===== config.mk =====
export PLATFORM = sky130hd
export DESIGN_NAME = pipelined_data_path_flat
export DESIGN_NICKNAME = d
export VERILOG_FILES = /design/src/rtl/pipelined_data_path_if.sv /design/src/rtl/pipelined_data_path.sv /design/src/flat_wrapper.sv
export SDC_FILE = /design/constraint.sdc
export NUM_CORES = 2
export LEC_CHECK = 0
export ABC_CLOCK_PERIOD_IN_PS = 36200
export CAP_MARGIN = 20
export CORE_ASPECT_RATIO = 1.4
export CORE_MARGIN = 10
export CORE_UTILIZATION = 30
export DETAILED_ROUTE_END_ITERATION = 16
export PLACE_DENSITY_LB_ADDON = 0.1
export SYNTH_ARGS = -nofsm -noshare
export SYNTH_HDL_FRONTEND = slang
export SYNTH_SLANG_ARGS = --single-unit

===== constraint.sdc =====
create_clock -name CLK_DP -period 36.2 [get_ports CLK_DP]
set_input_delay 3.62 -clock CLK_DP [delete_from_list [all_inputs] [get_ports CLK_DP]]
set_output_delay 3.62 -clock CLK_DP [all_outputs]
set_load 0.02 [all_outputs]

===== src/rtl/pipelined_data_path_if.sv =====
// Handshake bundle for the two-stage execute datapath:
// decoded fields in, retire data out.
interface pipelined_data_path_if #(
  parameter int XLEN = 32,
  parameter int RAW  = 5
);
  logic            in_valid_DP;
  logic            in_ready_DP;
  logic [RAW-1:0]  A1_DP;
  logic [RAW-1:0]  A2_DP;
  logic [RAW-1:0]  A3_DP;
  logic [XLEN-1:0] ImmExt_DP;
  logic            ALUSrc_DP;
  logic [3:0]      ALUControl_DP;
  logic            RegWrite_DP;
  logic            out_valid_DP;
  logic            out_ready_DP;
  logic [XLEN-1:0] ALUResult_DP;
  logic [XLEN-1:0] RD2_DP;
  logic [RAW-1:0]  Rd_DP;
  logic            RegWriteOut_DP;
  logic            Zero_DP;
  logic            sign_flag_DP;

  modport master (
    output in_valid_DP,
    input  in_ready_DP,
    output A1_DP,
    output A2_DP,
    output A3_DP,
    output ImmExt_DP,
    output ALUSrc_DP,
    output ALUControl_DP,
    output RegWrite_DP,
    input  out_valid_DP,
    output out_ready_DP,
    input  ALUResult_DP,
    input  RD2_DP,
    input  Rd_DP,
    input  RegWriteOut_DP,
    input  Zero_DP,
    input  sign_flag_DP
  );

  modport slave (
    input  in_valid_DP,
    output in_ready_DP,
    input  A1_DP,
    input  A2_DP,
    input  A3_DP,
    input  ImmExt_DP,
    input  ALUSrc_DP,
    input  ALUControl_DP,
    input  RegWrite_DP,
    output out_valid_DP,
    input  out_ready_DP,
    output ALUResult_DP,
    output RD2_DP,
    output Rd_DP,
    output RegWriteOut_DP,
    output Zero_DP,
    output sign_flag_DP
  );
endinterface


===== src/rtl/pipelined_data_path.sv =====
// Two-stage execute datapath: regfile + forwarding into EX,
// ALU into OUT, writeback on the output handshake.
module pipelined_data_path #(
  parameter int XLEN = 32,
  parameter int NREG = 32,
  parameter int RAW  = 5
) (
  input logic CLK_DP,
  input logic reset_DP,
  input logic flush_DP,
  pipelined_data_path_if.slave dp
);

  localparam int SHW = $clog2(XLEN);

  typedef struct packed {
    logic [XLEN-1:0] op1;
    logic [XLEN-1:0] op2;
    logic [XLEN-1:0] imm;
    logic            src;
    logic [3:0]      ctl;
    logic [RAW-1:0]  rd;
    logic            rw;
  } ex_t;

  typedef struct packed {
    logic [XLEN-1:0] res;
    logic [XLEN-1:0] rd2;
    logic [RAW-1:0]  rd;
    logic            rw;
    logic            zero;
    logic            sign;
  } out_t;

  logic [XLEN-1:0] rf [NREG];

  ex_t  ex_q;
  ex_t  ex_d;
  logic ex_valid;
  out_t out_q;
  out_t out_d;
  logic out_valid;

  logic out_adv;
  logic ex_adv;
  logic accept;
  logic retire;

  logic [XLEN-1:0] rf1;
  logic [XLEN-1:0] rf2;
  logic [XLEN-1:0] op1;
  logic [XLEN-1:0] op2;
  logic            ex_hit1;
  logic            ex_hit2;
  logic            out_hit1;
  logic            out_hit2;

  logic [XLEN-1:0] srcb;
  logic [SHW-1:0]  shamt;
  logic [XLEN-1:0] alu;

  assign out_adv = !out_valid || dp.out_ready_DP;
  assign ex_adv  = ex_valid && out_adv;
  assign dp.in_ready_DP = (!ex_valid || out_adv) && !flush_DP;
  assign accept  = dp.in_valid_DP && dp.in_ready_DP;

  assign retire = out_valid && dp.out_ready_DP
               && out_q.rw && (out_q.rd != '0)
               && (int'(out_q.rd) < NREG) && !flush_DP;

  always_comb begin
    rf1 = '0;
    if (dp.A1_DP != '0 && int'(dp.A1_DP) < NREG)
      rf1 = rf[dp.A1_DP];
  end

  always_comb begin
    rf2 = '0;
    if (dp.A2_DP != '0 && int'(dp.A2_DP) < NREG)
      rf2 = rf[dp.A2_DP];
  end

  assign ex_hit1  = ex_valid && ex_q.rw
                 && (ex_q.rd == dp.A1_DP);
  assign ex_hit2  = ex_valid && ex_q.rw
                 && (ex_q.rd == dp.A2_DP);
  assign out_hit1 = out_valid && out_q.rw
                 && (out_q.rd == dp.A1_DP);
  assign out_hit2 = out_valid && out_q.rw
                 && (out_q.rd == dp.A2_DP);

  // EX is the youngest producer, so it wins over OUT
  always_comb begin
    op1 = rf1;
    if (dp.A1_DP == '0)  op1 = '0;
    else if (ex_hit1)    op1 = alu;
    else if (out_hit1)   op1 = out_q.res;
  end

  always_comb begin
    op2 = rf2;
    if (dp.A2_DP == '0)  op2 = '0;
    else if (ex_hit2)    op2 = alu;
    else if (out_hit2)   op2 = out_q.res;
  end

  always_comb begin
    ex_d     = '0;
    ex_d.op1 = op1;
    ex_d.op2 = op2;
    ex_d.imm = dp.ImmExt_DP;
    ex_d.src = dp.ALUSrc_DP;
    ex_d.ctl = dp.ALUControl_DP;
    ex_d.rd  = dp.A3_DP;
    ex_d.rw  = dp.RegWrite_DP;
  end

  always_comb begin
    srcb  = ex_q.src ? ex_q.imm : ex_q.op2;
    shamt = srcb[SHW-1:0];
    alu   = '0;
    unique case (ex_q.ctl)
      4'b0000: alu = ex_q.op1 + srcb;
      4'b0001: alu = ex_q.op1 - srcb;
      4'b0010: alu = ex_q.op1 & srcb;
      4'b0011: alu = ex_q.op1 | srcb;
      4'b0100: alu = ex_q.op1 ^ srcb;
      4'b0101: alu = ex_q.op1 << shamt;
      4'b0110: alu = ex_q.op1 >> shamt;
      4'b0111: alu = XLEN'($signed(ex_q.op1) >>> shamt);
      4'b1000: alu = {{(XLEN-1){1'b0}},
                      $signed(ex_q.op1) < $signed(srcb)};
      4'b1001: alu = {{(XLEN-1){1'b0}},
                      ex_q.op1 < srcb};
      default: alu = '0;
    endcase
  end

  always_comb begin
    out_d      = '0;
    out_d.res  = alu;
    out_d.rd2  = ex_q.op2;
    out_d.rd   = ex_q.rd;
    out_d.rw   = ex_q.rw;
    out_d.zero = (alu == '0);
    out_d.sign = alu[XLEN-1];
  end

  always_ff @(posedge CLK_DP or posedge reset_DP) begin
    if (reset_DP) begin
      ex_valid  <= 1'b0;
      ex_q      <= '0;
      out_valid <= 1'b0;
      out_q     <= '0;
    end else if (flush_DP) begin
      ex_valid  <= 1'b0;
      out_valid <= 1'b0;
    end else begin
      if (accept) begin
        ex_q     <= ex_d;
        ex_valid <= 1'b1;
      end else if (ex_adv) begin
        ex_valid <= 1'b0;
      end
      if (ex_adv) begin
        out_q     <= out_d;
        out_valid <= 1'b1;
      end else if (dp.out_ready_DP) begin
        out_valid <= 1'b0;
      end
    end
  end

  always_ff @(posedge CLK_DP or posedge reset_DP) begin
    if (reset_DP) begin
      for (int i = 0; i < NREG; i++)
        rf[i] <= '0;
    end else if (retire) begin
      rf[out_q.rd] <= out_q.res;
    end
  end

  assign dp.out_valid_DP   = out_valid;
  assign dp.ALUResult_DP   = out_q.res;
  assign dp.RD2_DP         = out_q.rd2;
  assign dp.Rd_DP          = out_q.rd;
  assign dp.RegWriteOut_DP = out_q.rw;
  assign dp.Zero_DP        = out_q.zero;
  assign dp.sign_flag_DP   = out_q.sign;

endmodule

===== src/flat_wrapper.sv =====
// flat-port wrapper written by rule: the top's interface ports become plain ports
module pipelined_data_path_flat 
#(
  parameter int XLEN = 32,
  parameter int NREG = 32,
  parameter int RAW  = 5
)
  (CLK_DP, reset_DP, flush_DP, dp_in_valid_DP, dp_in_ready_DP, dp_A1_DP, dp_A2_DP, dp_A3_DP, dp_ImmExt_DP, dp_ALUSrc_DP, dp_ALUControl_DP, dp_RegWrite_DP, dp_out_valid_DP, dp_out_ready_DP, dp_ALUResult_DP, dp_RD2_DP, dp_Rd_DP, dp_RegWriteOut_DP, dp_Zero_DP, dp_sign_flag_DP);
  pipelined_data_path_if #(.XLEN(XLEN), .RAW(RAW)) dp_i ();
  input logic CLK_DP;
  input logic reset_DP;
  input logic flush_DP;
  input wire logic [$bits(dp_i.in_valid_DP)-1:0] dp_in_valid_DP;
  output wire logic [$bits(dp_i.in_ready_DP)-1:0] dp_in_ready_DP;
  input wire logic [$bits(dp_i.A1_DP)-1:0] dp_A1_DP;
  input wire logic [$bits(dp_i.A2_DP)-1:0] dp_A2_DP;
  input wire logic [$bits(dp_i.A3_DP)-1:0] dp_A3_DP;
  input wire logic [$bits(dp_i.ImmExt_DP)-1:0] dp_ImmExt_DP;
  input wire logic [$bits(dp_i.ALUSrc_DP)-1:0] dp_ALUSrc_DP;
  input wire logic [$bits(dp_i.ALUControl_DP)-1:0] dp_ALUControl_DP;
  input wire logic [$bits(dp_i.RegWrite_DP)-1:0] dp_RegWrite_DP;
  output wire logic [$bits(dp_i.out_valid_DP)-1:0] dp_out_valid_DP;
  input wire logic [$bits(dp_i.out_ready_DP)-1:0] dp_out_ready_DP;
  output wire logic [$bits(dp_i.ALUResult_DP)-1:0] dp_ALUResult_DP;
  output wire logic [$bits(dp_i.RD2_DP)-1:0] dp_RD2_DP;
  output wire logic [$bits(dp_i.Rd_DP)-1:0] dp_Rd_DP;
  output wire logic [$bits(dp_i.RegWriteOut_DP)-1:0] dp_RegWriteOut_DP;
  output wire logic [$bits(dp_i.Zero_DP)-1:0] dp_Zero_DP;
  output wire logic [$bits(dp_i.sign_flag_DP)-1:0] dp_sign_flag_DP;
  assign dp_i.in_valid_DP = dp_in_valid_DP;
  assign dp_in_ready_DP = dp_i.in_ready_DP;
  assign dp_i.A1_DP = dp_A1_DP;
  assign dp_i.A2_DP = dp_A2_DP;
  assign dp_i.A3_DP = dp_A3_DP;
  assign dp_i.ImmExt_DP = dp_ImmExt_DP;
  assign dp_i.ALUSrc_DP = dp_ALUSrc_DP;
  assign dp_i.ALUControl_DP = dp_ALUControl_DP;
  assign dp_i.RegWrite_DP = dp_RegWrite_DP;
  assign dp_out_valid_DP = dp_i.out_valid_DP;
  assign dp_i.out_ready_DP = dp_out_ready_DP;
  assign dp_ALUResult_DP = dp_i.ALUResult_DP;
  assign dp_RD2_DP = dp_i.RD2_DP;
  assign dp_Rd_DP = dp_i.Rd_DP;
  assign dp_RegWriteOut_DP = dp_i.RegWriteOut_DP;
  assign dp_Zero_DP = dp_i.Zero_DP;
  assign dp_sign_flag_DP = dp_i.sign_flag_DP;
  pipelined_data_path #(.XLEN(XLEN), .NREG(NREG), .RAW(RAW)) u_core (.CLK_DP(CLK_DP), .reset_DP(reset_DP), .flush_DP(flush_DP), .dp(dp_i));
endmodule

==> metrics.cfg <==
[cells_and_area]
syn2layout_area_growth_pct = 13.32
drive_above_1_share_pct = 34.08
layout.nets = 5962
layout.cells.non_filler = 9008
fin_area_sq_um = 81520

[sta]
fin_crit_sh_pct = 26.36
rsz0062_at_grt = false
fin_setup_tns_ps = 0
drv_slew = 0
final_hold_viol_count = 0
setup_ws_ps = 26660
finClkSkew_ps = 71.37
slew_headroom_pct = 18.14
fin_crit_ps = 9541
worstMarginPinSlew_ps = 1215
setup_viol = 0
max_freq_mhz = 104.8

[synthesis]
synth-seq-area-share_pct = 41.88
ys_ff_latch = 1204
syn_inst = 5925
async_flop_share_pct = 100.0
synth_edf_count = 0
syn_avg_cell_area_sq_um = 12.14
ys_warn_count = 0
synthesis.nets = 6086
ys_types = 89
syn-cell-area_sq_um = 71940
synth_ff_type = dfrtp_1

[global_routing]
antenna_found_initial = 7
grt_use_total_pct = 23.99
grt_start_max_net_pins = 134
grt_pass1_wl_microns = 448200
grt_pass1_vias = 54860
grt_overflow = 0

[setup_path]
cp_common_cell = clkdlybuf4s50_1
slowest_stage = clkdlybuf4s50_1
crit_path_end_kind = primary output
cp_max_fo = 5
slowest_delay_ps = 970
critPathLaunch = dp_out_ready_DP
required_ps = 32580
arrival_ps = 5920
rr_startpoint = u_core.ex_q[10]
critPathBufInv = 2
start_kind = input pin
crit_chain = clkdlybuf4s50_1 > nor2b_1 > a21oi_1 > clkdlybuf4s50_1
critPathKind = input pin to primary output
cp_top_family = buffers and inverters

[die]
fp.coreArea_sq_um = 238500
die_x_microns = 433.9
dieHeight_microns = 599.4
initial_utilization_pct = 30.17
pin_count = 132
die-area_sq_um = 260100
rows = 212

[outcome]
status = completed

[route]
initialDrtViolationCount = 4291
drcViolationCount = 0
vias = 53293
antenna_left = 0
dr.pass1.iters = 6
vias_per_cell = 5.916
wl_per_cell_microns = 35.49
drt-total-wl_microns = 319700

[pwr]
p_leak_nw = 36.39
pwr_density_cell_nw_per_um2 = 47.72
ir_drop_mv = 0.03077
finalPower_mw = 3.890

[clock_tree]
post_cts_buffers = 0
cts_inserted_buffers = 148
htreeDepth = 4
clockBufferDepth = 4
ctsResizeCount = 0
cts_tree = yes
clk_pin_slew_worst_paths_ps = 60
clock_sinks = 1204
cts.root.buffer_cell = clkbuf_16
postCtsHoldBufs = 0
clock_latency_ps = 850

[placed_design]
routabilityCongestion = 0.9980
place_ws_ps = 26670
portBuffers = 131
placed_area_sq_um = 76690
dp.cells = 8749
dp_hpwl_microns = 205200

[flow_run]
cap_violations = 0

[worst_hold_path]
hold_class = register to register
hp-start = u_core.rf[1023]

-- registers in the layout, indices dropped and copies added (netlist names) --
register,flops
u_core.ex_q,107
u_core.dp.RegWriteOut_DP,1
u_core.dp.Rd_DP,5
u_core.dp.Zero_DP,1
u_core.dp.sign_flag_DP,1
u_core.dp.out_valid_DP,1
u_core.dp.ALUResult_DP,31
u_core.dp.RD2_DP,32
u_core.rf,1024
u_core.ex_valid,1
-- cells by family after synthesis --
logic type               synth area share (%)
AO/OA/AOI/OAI                           9.644
XOR/XNOR                               0.3044
flip-flops                              41.88
AND/OR/NAND/NOR                         5.540
adder cells (fa/ha/maj)                 1.812
multiplexers                            36.99
buffers and inverters                   3.832
-- power by group --
part	internal (mW)	total, mW	switching, mW
clock network	0.878	1.51	0.635
logic	0.281	0.901	0.620
registers	1.41	1.48	0.0644
total	2.57	3.89	1.32
-- synthesized netlist by cell type, types with 47 or more instances --
cell type / count / share of area (%)
clkbuf_1: 494 / 2.6
mux4_2: 462 / 14
mux2i_1: 439 / 6.1
nand2_1: 321 / 1.7
nor3_1: 84 / 0.58
o221ai_1: 153 / 1.9
dfrtp_1: 1204 / 42
inv_1: 99 / 0.52
a21oi_1: 312 / 2.2
a211oi_1: 47 / 0.49
o22ai_1: 108 / 0.94
buf_1: 96 / 0.50
mux2_2: 1036 / 16
ha_1: 101 / 1.8
o21ai_0: 130 / 0.90
o211ai_1: 55 / 0.57
nor2_1: 299 / 1.6
-- metal layers --
metal | vias up | global-route usage, % | wire length (microns)
li1 | 22250 | - | -
met1 | 28753 | 29.85 | 130600
met2 | 1669 | 40.66 | 155800
met3 | 617 | 3.424 | 14830
met4 | 4 | 11.70 | 18470
met5 | - | 0 | 21
-- worst paths after layout --
path                                endpoint  slack (ps)  depth (start not counted)
max in group asynchronous     u_core.rf[785]       28670                          8
setup reg to reg           u_core.dp.Zero_DP       28380                         17
min in group asynchronous     u_core.rf[773]        3290                          2
hold / removal               u_core.rf[1023]         390                          0
setup / recovery              dp_in_ready_DP       26660                          4
hold reg to reg              u_core.rf[1023]         390                          0
-- worst register-to-register path: stages, from the launching register on --
cell and delay (ps):
dfrtp_2 340, buf_4 670, mux2i_4 350, buf_4 490, inv_1 550, ha_1 390, and3_1 240, a211oi_1 620
a21oi_1 280, o21ai_0 620, nor2_1 80, a211oi_1 420, o2111ai_1 410, nand4bb_1 430, or4_1 560, nor4_1 800
nand3_1 190, o32ai_2 300
-- placed cells by master (no fill, tap or decap), drive strengths merged, types with 24 or more instances in the layout --
master / instances
a211oi: 47
a21oi: 312
a31oi: 32
buf: 216
clkbuf: 216
clkdlybuf4s50: 121
dfrtp: 1204
ha: 101
inv: 105
mux2: 1036
mux2i: 441
mux4: 466
nand2: 321
nand3: 33
nor2: 299
nor2b: 24
nor3: 84
o211ai: 55
o21ai: 132
o221ai: 153
o22ai: 108
-- final cells by class --
class / instances / area (sq um)
inverters: 105 / 405.4
flip-flops and latches: 1204 / 30130
clock inverters: 36 / 386.6
fillers: 23367 / 156900
clock buffers: 214 / 4334
repair buffers: 339 / 2987
multi-input cells: 4003 / 39380
well taps: 3103 / 3882
diodes: 4 / 10.01
-- stage by stage --
stage / util [%] / hold slack [ps]
global placement: 32.16 / 377.0
CTS: 34.14 / 396.8
detailed placement: 32.16 / 383.3
finish: 34.18 / 391.6
floorplan: - / 441.3
global route: 34.18 / 408.0
Note: power is estimated with default switching activity, not from simulation.
